===== src/rtl/register_write_arbiter.sv =====
// Round-robin owner of the register bank's single write port. Bursts lock the port
// for at most MAX_BURST beats; the accepted beat is range-checked and registered.
module register_write_arbiter #(
   parameter int NUM_REGS  = 16,
   parameter int WIDTH     = 8,
   parameter int NUM_REQ   = 4,
   parameter int MAX_BURST = 4,
   localparam int AW = $clog2(NUM_REGS),
   localparam int IW = $clog2(NUM_REQ)
) (
   input  logic                     clk,
   input  logic                     rst,
   input  logic [NUM_REQ-1:0]       req_valid,
   input  logic [NUM_REQ-1:0]       req_last,
   input  logic [NUM_REQ*AW-1:0]    req_addr,
   input  logic [NUM_REQ*WIDTH-1:0] req_data,
   output logic [NUM_REQ-1:0]       req_ready,
   output logic                     wr_en,
   output logic [AW-1:0]            wr_addr,
   output logic [WIDTH-1:0]         wr_data,
   output logic                     addr_err,
   output logic                     busy,
   output logic [IW-1:0]            lock_id
);

   localparam logic [0:0]    ST_IDLE   = 1'b0;
   localparam logic [0:0]    ST_LOCK   = 1'b1;
   localparam int            BW        = $clog2(MAX_BURST + 1);
   localparam logic [AW:0]   LIMIT     = (AW+1)'(NUM_REGS);
   localparam logic [BW-1:0] BURST_MAX = BW'(MAX_BURST);
   localparam logic [IW-1:0] LAST_IDX  = IW'(NUM_REQ - 1);

   logic [0:0]          r_state;
   logic [IW-1:0]       r_rr_ptr;
   logic [IW-1:0]       r_owner;
   logic [BW-1:0]       r_beat_cnt;
   logic                r_wr_en;
   logic [AW-1:0]       r_wr_addr;
   logic [WIDTH-1:0]    r_wr_data;
   logic                r_addr_err;
   logic                r_busy;
   logic [IW-1:0]       r_lock_id;

   logic                w_any;
   logic [IW-1:0]       w_winner;
   logic [IW-1:0]       w_scan;
   logic [IW-1:0]       w_sel;
   logic [NUM_REQ-1:0]  w_ready;
   logic                w_accept;
   logic [AW-1:0]       w_addr;
   logic [WIDTH-1:0]    w_data;
   logic                w_last;
   logic                w_in_range;
   logic [BW-1:0]       w_beats;
   logic                w_release;

   // Wrapping increment; NUM_REQ need not be a power of two.
   function automatic logic [IW-1:0] f_next(input logic [IW-1:0] idx);
      logic [IW-1:0] nxt;
      if (idx == LAST_IDX) begin
         nxt = IW'(0);
      end else begin
         nxt = idx + IW'(1);
      end
      return nxt;
   endfunction

   // Round-robin scan starting at the pointer; first valid requester wins.
   always_comb begin
      w_any    = 1'b0;
      w_winner = IW'(0);
      w_scan   = r_rr_ptr;
      for (int k = 0; k < NUM_REQ; k++) begin
         if (!w_any && req_valid[w_scan]) begin
            w_any    = 1'b1;
            w_winner = w_scan;
         end else begin
            w_any    = w_any;
         end
         w_scan = f_next(w_scan);
      end
   end

   // Grant, selected beat and burst bookkeeping; a held reset withdraws every grant.
   always_comb begin
      w_ready = {NUM_REQ{1'b0}};
      if (r_state == ST_LOCK) begin
         w_sel = r_owner;
      end else begin
         w_sel = w_winner;
      end
      if (rst) begin
         w_ready = {NUM_REQ{1'b0}};
      end else if (r_state == ST_LOCK) begin
         w_ready[r_owner] = 1'b1;
      end else if (w_any) begin
         w_ready[w_winner] = 1'b1;
      end else begin
         w_ready = {NUM_REQ{1'b0}};
      end
      w_accept   = |(req_valid & w_ready);
      w_addr     = req_addr[w_sel*AW +: AW];
      w_data     = req_data[w_sel*WIDTH +: WIDTH];
      w_last     = req_last[w_sel];
      w_in_range = ({1'b0, w_addr} < LIMIT);
      if (r_state == ST_LOCK) begin
         w_beats = r_beat_cnt + BW'(1);
      end else begin
         w_beats = BW'(1);
      end
      // MAX_BURST of 1 makes every first beat a release, so no lock is ever taken.
      w_release = w_last || (w_beats == BURST_MAX);
   end

   // Arbitration state: pointer, lock owner, beat count and the busy/lock_id view of it.
   always_ff @(posedge clk or posedge rst) begin
      if (rst) begin
         r_state    <= ST_IDLE;
         r_rr_ptr   <= IW'(0);
         r_owner    <= IW'(0);
         r_beat_cnt <= BW'(0);
         r_busy     <= 1'b0;
         r_lock_id  <= IW'(0);
      end else if (w_accept) begin
         if (w_release) begin
            r_state    <= ST_IDLE;
            r_rr_ptr   <= f_next(w_sel);
            r_beat_cnt <= BW'(0);
            r_busy     <= 1'b0;
            r_lock_id  <= IW'(0);
         end else begin
            r_state    <= ST_LOCK;
            r_owner    <= w_sel;
            r_beat_cnt <= w_beats;
            r_busy     <= 1'b1;
            r_lock_id  <= w_sel;
         end
      end
   end

   // Registered write port; address and data hold between valid writes.
   always_ff @(posedge clk or posedge rst) begin
      if (rst) begin
         r_wr_en    <= 1'b0;
         r_addr_err <= 1'b0;
         r_wr_addr  <= AW'(0);
         r_wr_data  <= WIDTH'(0);
      end else begin
         r_wr_en    <= w_accept && w_in_range;
         r_addr_err <= w_accept && !w_in_range;
         if (w_accept && w_in_range) begin
            r_wr_addr <= w_addr;
            r_wr_data <= w_data;
         end
      end
   end

   assign req_ready = w_ready;
   assign wr_en     = r_wr_en;
   assign wr_addr   = r_wr_addr;
   assign wr_data   = r_wr_data;
   assign addr_err  = r_addr_err;
   assign busy      = r_busy;
   assign lock_id   = r_lock_id;

   register_write_arbiter_chk #(
      .NUM_REQ (NUM_REQ),
      .IW      (IW)
   ) u_chk (
      .clk       (clk),
      .rst       (rst),
      .req_ready (req_ready),
      .wr_en     (wr_en),
      .addr_err  (addr_err),
      .busy      (busy),
      .lock_id   (lock_id)
   );

endmodule

// Structural invariants of the arbiter outputs.
module register_write_arbiter_chk #(
   parameter int NUM_REQ = 4,
   parameter int IW      = 2
) (
   input logic               clk,
   input logic               rst,
   input logic [NUM_REQ-1:0] req_ready,
   input logic               wr_en,
   input logic               addr_err,
   input logic               busy,
   input logic [IW-1:0]      lock_id
);

   a_ready_onehot0: assert property (@(posedge clk) disable iff (rst) $onehot0(req_ready));
   a_wr_xor_err:    assert property (@(posedge clk) disable iff (rst) !(wr_en && addr_err));
   a_idle_lock_id:  assert property (@(posedge clk) disable iff (rst) (!busy) |-> (lock_id == IW'(0)));

endmodule

===== config.mk =====
export PLATFORM = sky130hd
export DESIGN_NAME = register_write_arbiter
export DESIGN_NICKNAME = d
export VERILOG_FILES = /design/src/rtl/register_write_arbiter.sv
export SDC_FILE = /design/constraint.sdc
export NUM_CORES = 1
export LEC_CHECK = 0
export BUFFER_PORTS_ARGS = -buffer_cell sky130_fd_sc_hd__buf_4
export CORE_UTILIZATION = 45
export DETAILED_ROUTE_END_ITERATION = 6
export PLACE_DENSITY = 0.75
export SLEW_MARGIN = 20
export SYNTH_ARGS = -nofsm -noshare
export SYNTH_HDL_FRONTEND = slang
export SYNTH_SLANG_ARGS = --single-unit
export TNS_END_PERCENT = 10

===== constraint.sdc =====
create_clock -name clk -period 8.9 [get_ports clk]
set_clock_uncertainty 0.1 [all_clocks]
set_input_delay 0.89 -clock clk [delete_from_list [all_inputs] [get_ports clk]]
set_output_delay 0.89 -clock clk [all_outputs]
set_load 0.05 [all_outputs]

Yosys cells after proc, flatten, opt, wreduce, memory -nomap -nowiden
Index checks and enable logic that the tools add are counted.
- register bits: 23
- logic and storage cells: 77
- $add $sub $neg: 5
- $lt $le $gt $ge: 9
- eq/ne operators: 5
- shift-type cells: 2
- multiplexer cells: 34
- bitwise logic cells: 2
- reductions and logical operators: 12
- operator list (kind ; count):
    $shiftx A32 B6 Y8 ; 1
    $lt A2 B3 Y1 const B ; 7
    $mux W2 ; 10
    $shiftx A16 B5 Y4 ; 1
    $mux W1 ; 12
    $mux W4 ; 3
    $bmux W1 S2 ; 5
    $add A2 B1 Y2 const B ; 4
    $eq A2 B2 Y1 const B ; 4
    $mux W3 ; 2
    $logic_and A1 B1 Y1 ; 5
    $and A4 B4 Y4 ; 1
    $demux W1 S2 ; 2
    $ge A2 B1 Y1 const B ; 2
    $reduce_and A2 Y1 ; 2
    $reduce_or A4 Y1 ; 1
    $add A3 B1 Y3 const B ; 1
    $eq A3 B3 Y1 const B ; 1
    $logic_not A1 Y1 ; 3
    $logic_or A1 B1 Y1 ; 1
    $not A1 Y1 ; 1

Depth between registers and ports, before layout
Gate-level depths: netlist of run 1.
- depth in word-level cells: 22
- gate-level depth with buffers: 14
- gate-level depth less buffers: 10

Worst setup path before layout of run 1
No wires, ideal clock.
- path type: input to output
- start point: in req_valid[1]
- end point: out req_ready[3]
- arrival: 3.800 ns
- path slack: 4.110 ns
- stages on the path: 10
- cells stage by stage: buf_6 mux2_2 mux2_2 or4_1 nand2_1 a31oi_2 or2_1 buf_6 buf_6 nor3_1
- longest elaborated chain between the ends: 19
- ends and longest elaborated chain (element ; line ; source):
    start: declaration ; 13 ; input logic [NUM_REQ-1:0] req_valid,
    $bmux W1 S2 ; 74 ; if (!w_any && req_valid[w_scan]) begin
    $mux W1 (not written as such) ; 74 ;
    $mux W1 ; 74 ;
    $logic_not A1 Y1 ; 74 ;
    $logic_and A1 B1 Y1 ; 74 ;
    $mux W1 ; 74 ;
    $logic_not A1 Y1 ; 74 ;
    $logic_and A1 B1 Y1 ; 74 ;
    (+3 left out) ; - ;
    $mux W2 ; 74 ;
    $lt A2 B3 Y1 (not written as such) or $ge A2 B1 Y1 (tied branches) ; 97 ; w_ready[w_winner] = 1'b1;
    $logic_and A1 B1 Y1 (not written as such) ; 97 ;
    $mux W1 (not written as such) ; 97 ;
    $demux W1 S2 ; 97 ;
    $mux W4 (*) ; 96 ; end else if (w_any) begin
    $mux W4 (*) ; 94 ; end else if (r_state == ST_LOCK) begin
    $mux W4 (*) ; 92 ; if (rst) begin
    end: declaration ; 17 ; output logic [NUM_REQ-1:0] req_ready,
Every way passes the cells marked *; elsewhere a longest branch is shown, timed or not. The select of a mux whose other input is x is not followed.

Final worst setup path of run 1
- start point: reg r_rr_ptr[0]
- end point: out req_ready[3]
- longest elaborated chain between the ends: 19
- ends and longest elaborated chain (element ; line ; source):
    start: declaration ; 34 ; logic [IW-1:0] r_rr_ptr;
    start signal: assignment ; 127 ; r_rr_ptr <= f_next(w_sel);
    branches (longest 16 deep; another with $lt A2 B3 Y1) ; - ;
    $mux W4 (*) ; 96 ;
    $mux W4 (*) ; 94 ;
    $mux W4 (*) ; 92 ;
Every way passes the cells marked *. The select of a mux whose other input is x is not followed.

==> results.rst, run 1 <==
.. list-table::
   :header-rows: 1

   * - Metric
     - Value
   * - GRT Total Usage
     - 21.8%
   * - Share of synthesized registers carrying an async set or reset
     - 100%
   * - First-pass GRT wire length
     - 8540 µm
   * - Tightest Pin Transition
     - 0.888 ns
   * - Gate family responsible for the most delay along the worst path
     - simple AND/OR/NAND/NOR gates
   * - Post-synth EDFFs
     - 0
   * - Post-cts repair resize count
     - 0
   * - Clock transition time at the flip-flop clock pins of the worst setup and hold paths
     - 0.08 ns
   * - Final period utilization
     - 52.5%
   * - Final Wtd Congestion
     - 0.929
   * - Power density over the cells
     - 486 mW/mm²
   * - Hold buffer count at CTS
     - 0
   * - Adder-cell area share of the yosys netlist
     - 1.23%
   * - Total DRC errors in the routed layout
     - 0
   * - WP buf/inv
     - 2
   * - Min Clock Period, post-route
     - 4.67 ns
   * - Die H
     - 69.2 µm
   * - Boundary pin count
     - 79
   * - Initial antenna violation count
     - 0
   * - Combined area of all synthesized cells
     - 0.00203 mm²
   * - Library cell appearing most often on the critical path
     - buf_4
   * - Total placed cells including tap cells
     - 339
   * - Ant diodes
     - 0
   * - Final Hold Vio Count
     - 0
   * - Final global-route overflow total
     - 0
   * - Max-slew violations
     - 0
   * - Number of different library cells in the post-synthesis netlist
     - 54
   * - Startpoint class of the critical path
     - flip-flop
   * - Compound-gate portion of the synthesized area
     - 20.9%
   * - Data required, critical path
     - 7.91 ns
   * - Starting utilization of the core area
     - 46.7%
   * - Startpoint-to-endpoint class of the critical path
     - flip-flop to primary output
   * - Final core utilization
     - 60.1%
   * - Floorplan die width
     - 69.2 µm
   * - Drt initial violations
     - 121
   * - Number of CTS-inserted buffers
     - 3
   * - Outcome
     - completed
   * - Basic-gate share of the synthesized area counting and, or, nand and nor cells
     - 15.6%
   * - H-tree level count
     - 1
   * - Worst reg2reg path startpoint
     - r_rr_ptr[0]$_DFFE_PP0P_
   * - Synth Area in XOR/XNOR
     - 1.29%
   * - Critical path cell sequence
     - ha_1 -> mux2_2 -> o32a_1 -> or4_1 -> nand2_1 -> a31oi_2 -> or2_1 -> buf_4 -> nor3_1 -> buf_4
   * - Post-synthesis sequential element count
     - 23
   * - Number of sinks handled by clock tree synthesis
     - 23
   * - Sequential area share after synthesis
     - 28.3%
   * - TritonCTS clock tree
     - built
   * - Number of maximum-capacitance violations
     - 0
   * - Sum of net half-perimeters after detailed placement
     - 3990 µm
   * - Vias in the first global route
     - 1800
   * - Final sum of negative setup slack
     - 0 ns
   * - Data arrival time of the critical path
     - 3.68 ns
   * - Number of nets with antenna violations after routing
     - 0
   * - Path category of the worst min-delay check
     - flip-flop to flip-flop
   * - Post-Route WL
     - 5110 µm
   * - Post-Synthesis Mean Instance Area
     - 8.99 µm²
   * - Longest Clk Path Bufs
     - 2
   * - Element type at the critical path end
     - primary output
   * - Maximum fanout encountered on the critical timing path
     - 27
   * - Tightest slew margin relative to the limit
     - 40.7%
   * - Worst hold-check slack
     - 0.390 ns
   * - Cell row count
     - 24
   * - Input/output buffers
     - 77
   * - Critical Path Start
     - r_rr_ptr[0]$_DFFE_PP0P_
   * - Count of yosys warnings during synthesis
     - 0
   * - Main combinational cell family by area after synthesis
     - multiplexers
   * - Top library cells by usage in the layout, fill and taps aside
     - 79 x buf_4, 28 x mux2i_1, 23 x dfrtp_1, 21 x nand2_1, 18 x mux2_2
   * - Post-layout nets
     - 352
   * - Clock root buffer
     - clkbuf_8
   * - Fraction of final layout cells sized beyond drive strength 1
     - 38.1%
   * - Clk_lat worst skew
     - 0.26 ns
   * - Final std cells w/o fill
     - 343
   * - Via-per-instance ratio
     - 5.58
   * - Worst ir drop on vdd
     - 0.329 mV
   * - Start point of the worst hold path
     - wr_data[7]$_DFFE_PP0P_
   * - Leading cell type in the layout, fill and taps excluded
     - buf_4
   * - Area growth from synthesis to layout
     - 28.7%
   * - Setup repair after global routing missed its margin
     - no
   * - Post-CTS Repair Setup Buffers
     - 0
   * - Fillers
     - 403
   * - Most used flip-flop cell after synthesis
     - dfrtp_1
   * - Placeable Area
     - 0.00435 mm²
   * - Maximum operating frequency
     - 214 MHz
   * - Syn nets
     - 286
   * - Maximum number of pins on one net before global-route repair
     - 28
   * - Die area
     - 0.00479 mm²
   * - Cell with the largest stage delay on the worst path
     - ha_1
   * - Delay of the slowest critical-path stage
     - 0.61 ns
   * - Final Total Pwr
     - 0.00127 W
   * - Pre-antenna DRT Iters
     - 4
   * - Count of final setup violators
     - 0
   * - Total vias in the final route
     - 1913
   * - Cell count after synthesis
     - 226
   * - Static Leak
     - 1.28 nW
   * - Average routed wire per standard cell
     - 14.9 µm
   * - Post-synthesis mux area share
     - 24.5%
[worst paths after layout]
kind	end	slack, ns	cells after the start
setup / recovery	req_ready[3]	4.23	10
hold / removal	wr_data[7]$_DFFE_PP0P_	0.39	2
max in group asynchronous	busy$_DFFE_PP0P_	7.39	2
min in group asynchronous	wr_data[2]$_DFFE_PP0P_	0.76	2
setup reg to reg	r_owner[0]$_DFFE_PP0P_	4.37	12
hold reg to reg	wr_data[7]$_DFFE_PP0P_	0.39	2
[registers in the layout, indices dropped and copies added, names as in the netlist]
name	cells
lock_id	2
wr_addr	4
r_rr_ptr	2
r_owner	2
r_beat_cnt	3
wr_data	8
wr_en	1
busy	1
[cells in the mapped netlist, types with 2 or more instances]
library cell  count  area, µm²
buf_2             3       15.0
a32o_1            4       40.0
o31ai_1           2       15.0
mux2i_1          28        280
mux2_2           18        203
o21bai_1          2       15.0
inv_1            11       41.3
a21o_1            6       45.0
o22ai_1           2       12.5
nand2b_1          4       25.0
or4_1             2       15.0
o21ai_1          11       55.1
xnor2_1           3       26.3
nor2_1           10       37.5
nor3_1            5       25.0
a21oi_1          11       55.1
o21ai_0           5       25.0
nand2_1          21       78.8
clkbuf_1          8       30.0
nand3_1           4       20.0
nand3b_1          4       30.0
ha_1              2       25.0
dfrtp_1          23        576
a311oi_1          2       17.5
buf_6             6       67.6
[metal layers]
metal	wire (µm)	GRT usage (%)
met5	0	0
met4	115	8.16
met3	172	3.63
met2	2660	36.2
met1	2170	28.2
[cells by family after synthesis]
logic type      count (synthesis)
flops                          23
compound gates                 60
simple gates                   61
buf+inv                        29
fa+ha+maj                       2
mux                            47
xor+xnor                        3
other cells                     1
[per-stage QoR]
step / area, µm² / setup slack [ns]
after floorplan: 2030 / 4.11
after global placement: 2570 / 4.44
after detailed placement: 2570 / 4.33
after CTS: 2620 / 4.24
after global routing: 2620 / 3.98
final: 2620 / 4.23
[power by group]
group          internal [W]  switching (W)  total (W)
registers          0.000157      0.0000471   0.000204
clock network     0.0000320      0.0000325  0.0000644
logic              0.000414       0.000588    0.00100
total              0.000603       0.000668    0.00127
[tightest hold or removal path: cells and delay by family, from the launching register on]
family           cells  cell delay (ns)
flip-flops           1             0.35
AO/OA/AOI/OAI        1             0.06
AND/OR/NAND/NOR      1             0.05
[layout make-up]
| cell class | count | area, µm² | area share [%] |
|---|---|---|---|
| clock buffers | 4 | 45.0 | 1.72 |
| flip-flops and latches | 23 | 576 | 22.0 |
| repair buffers | 79 | 593 | 22.7 |
| well taps | 52 | 65.1 | 2.49 |
| multi-input cells | 174 | 1290 | 49.5 |
| inverters | 11 | 41.3 | 1.58 |
Note: power is estimated with default switching activity, not from simulation.
==> run 2: changes to the inputs <==
PLACE_DENSITY = 0.78   (was 0.75)
clock period = 4.2 ns   (was 8.9 ns; I/O delays follow)
==> results.rst, run 2 (synthesized netlist as in run 1, its figures left out) <==
.. list-table::
   :header-rows: 1

   * - Metric
     - Value
   * - Data arrival time of the critical path
     - 3.41 ns (-0.27 ns)
   * - Cell with the largest stage delay on the worst path
     - or4_1
   * - Critical path cell sequence
     - ha_1 -> mux2_2 -> o32a_1 -> or4_1 -> nand2_1 -> a31oi_2 -> or2_1 -> buf_4 -> nor3_1 -> buf_4
   * - Maximum operating frequency
     - 255 MHz
   * - Post-cts repair resize count
     - 0 (unchanged)
   * - Via-per-instance ratio
     - 5.74 (+3.0%)
   * - Power density over the cells
     - 1040 mW/mm² (+110%)
   * - Number of CTS-inserted buffers
     - 3 (unchanged)
   * - TritonCTS clock tree
     - built
   * - Die area
     - 0.00479 mm² (unchanged)
   * - Post-layout nets
     - 354 (+0.57%)
   * - Max-slew violations
     - 0 (unchanged)
   * - Leading cell type in the layout, fill and taps excluded
     - buf_4
   * - Setup repair after global routing missed its margin
     - no
   * - Final period utilization
     - 93.5%
   * - Startpoint-to-endpoint class of the critical path
     - flip-flop to primary output
   * - Final global-route overflow total
     - 0 (unchanged)
   * - Clock transition time at the flip-flop clock pins of the worst setup and hold paths
     - 0.08 ns (about the same)
   * - Floorplan die width
     - 69.2 µm (unchanged)
   * - Final std cells w/o fill
     - 345 (+0.58%)
   * - Final Total Pwr
     - 0.00273 W (+120%)
   * - Final Wtd Congestion
     - 0.863 (-7.1%)
   * - Count of final setup violators
     - 0 (unchanged)
   * - Data required, critical path
     - 3.68 ns (-4.23 ns)
   * - Clk_lat worst skew
     - 0.27 ns (about the same)
   * - Post-CTS Repair Setup Buffers
     - 0 (unchanged)
   * - Worst hold-check slack
     - 0.302 ns (-0.0878 ns)
   * - Longest Clk Path Bufs
     - 2 (unchanged)
   * - Worst ir drop on vdd
     - 0.687 mV (+110%)
   * - Final core utilization
     - 60.4% (+0.34 points)
   * - Tightest slew margin relative to the limit
     - 40.1% (-0.66 points)
   * - Number of nets with antenna violations after routing
     - 0 (unchanged)
   * - Area growth from synthesis to layout
     - 29.4%
   * - Tightest Pin Transition
     - 0.898 ns (+0.00984 ns)
   * - Library cell appearing most often on the critical path
     - buf_4
   * - Maximum fanout encountered on the critical timing path
     - 26 (-3.7%)
   * - H-tree level count
     - 1 (unchanged)
   * - First-pass GRT wire length
     - 9090 µm (+6.5%)
   * - Sum of net half-perimeters after detailed placement
     - 4060 µm (+1.8%)
   * - Input/output buffers
     - 77 (unchanged)
   * - Total vias in the final route
     - 1981 (+3.6%)
   * - Path category of the worst min-delay check
     - input port to asynchronous set/reset pin
   * - Min Clock Period, post-route
     - 3.93 ns
   * - Startpoint class of the critical path
     - flip-flop
   * - Max FFs per register
     - 8 (unchanged)
   * - Clock root buffer
     - clkbuf_8
   * - Element type at the critical path end
     - primary output
   * - Outcome
     - completed
   * - Placeable Area
     - 0.00435 mm² (unchanged)
   * - Static Leak
     - 1.29 nW (+0.75%)
   * - Top library cells by usage in the layout, fill and taps aside
     - 81 x buf_4, 28 x mux2i_1, 23 x dfrtp_1, 21 x nand2_1, 18 x mux2_2
   * - Worst reg2reg path startpoint
     - r_rr_ptr[1]$_DFFE_PP0P_
   * - Final Hold Vio Count
     - 0 (unchanged)
   * - Boundary pin count
     - 79 (unchanged)
   * - Drt initial violations
     - 78 (-36%)
   * - Number of maximum-capacitance violations
     - 0 (unchanged)
   * - Vias in the first global route
     - 1955 (+8.6%)
   * - Average routed wire per standard cell
     - 15.6 µm (+4.9%)
   * - Die H
     - 69.2 µm (unchanged)
   * - Starting utilization of the core area
     - 46.7% (unchanged)
   * - Post-Route WL
     - 5400 µm (+5.6%)
   * - Delay of the slowest critical-path stage
     - 0.49 ns (-0.12 ns)
   * - GRT Total Usage
     - 22.9% (+1.2 points)
   * - Final sum of negative setup slack
     - 0 ns (unchanged)
   * - Ant diodes
     - 0 (unchanged)
   * - Initial antenna violation count
     - 0 (unchanged)
   * - Critical Path Start
     - r_rr_ptr[1]$_DFFE_PP0P_
   * - Fraction of final layout cells sized beyond drive strength 1
     - 38.6% (+0.42 points)
   * - Cell row count
     - 24 (unchanged)
   * - Number of sinks handled by clock tree synthesis
     - 23 (unchanged)
   * - Maximum number of pins on one net before global-route repair
     - 37 (+32%)
   * - Total placed cells including tap cells
     - 341 (+0.59%)
   * - Pre-antenna DRT Iters
     - 4 (unchanged)
   * - Hold buffer count at CTS
     - 0 (unchanged)
   * - Total DRC errors in the routed layout
     - 0 (unchanged)
==> run 2: changes by cell type in the layout (fill, tap and decap cells not counted) <==
cell / before / now
buf_4: 79 / 81
==> run 2: path summary, 6_finish.rpt <==
path,to,slack [ns],cells after the start
min in group clk,wr_data[5]$_DFFE_PP0P_,0.39,2
setup reg to reg,r_owner[0]$_DFFE_PP0P_,0.49,11
hold reg to reg,wr_data[5]$_DFFE_PP0P_,0.39,2
setup / recovery,req_ready[3],0.27,10
max in group asynchronous,r_owner[1]$_DFFE_PP0P_,3.15,2
hold / removal,r_beat_cnt[0]$_DFFE_PP0P_,0.30,2
==> run 2: metal layers <==
| layer | share of wire (%) | routed length, µm | global-route usage (%) |
|---|---|---|---|
| met5 | 0 | 0 | 0 |
| met4 | 1.8 | 99 | 7.26 |
| met3 | 4.3 | 232 | 4.36 |
| met2 | 50 | 2690 | 38.7 |
| met1 | 44 | 2370 | 29.5 |
==> run 2: cell type report <==
| class | instances | area (µm²) |
|---|---|---|
| flip-flops and latches | 23 | 576 |
| well taps | 52 | 65.1 |
| multi-input cells | 174 | 1290 |
| inverters | 11 | 41.3 |
| fillers | 397 | 1720 |
| repair buffers | 81 | 608 |
| clock buffers | 4 | 45.0 |
==> run 2: critical path, delay by kind of cell, from the launching register on <==
| family | cells | cell delay (ns) |
|---|---|---|
| adder cells (fa/ha/maj) | 1 | 0.41 |
| multiplexers | 1 | 0.39 |
| AO/OA/AOI/OAI | 2 | 0.36 |
| AND/OR/NAND/NOR | 4 | 1.05 |
| buffers and inverters | 2 | 0.49 |
| flip-flops | 1 | 0.44 |
==> run 2: per-stage QoR <==
stage                     setup WS [ns]  instance area [µm²]
after floorplan                  0.0848                 2030
after global placement            0.626                 2580
after detailed placement          0.527                 2580
after CTS                         0.271                 2630
after global routing             0.0792                 2630
final                             0.273                 2630
==> run 2: where the power goes <==
part	internal [W]	total (W)	switching [W]	leakage [nW]
Sequential	0.000333	0.000425	0.0000923	0.287
Combinational	0.000894	0.00217	0.00128	0.979
Clock	0.0000678	0.000137	0.0000695	0.0228
Total	0.00129	0.00273	0.00144	1.29
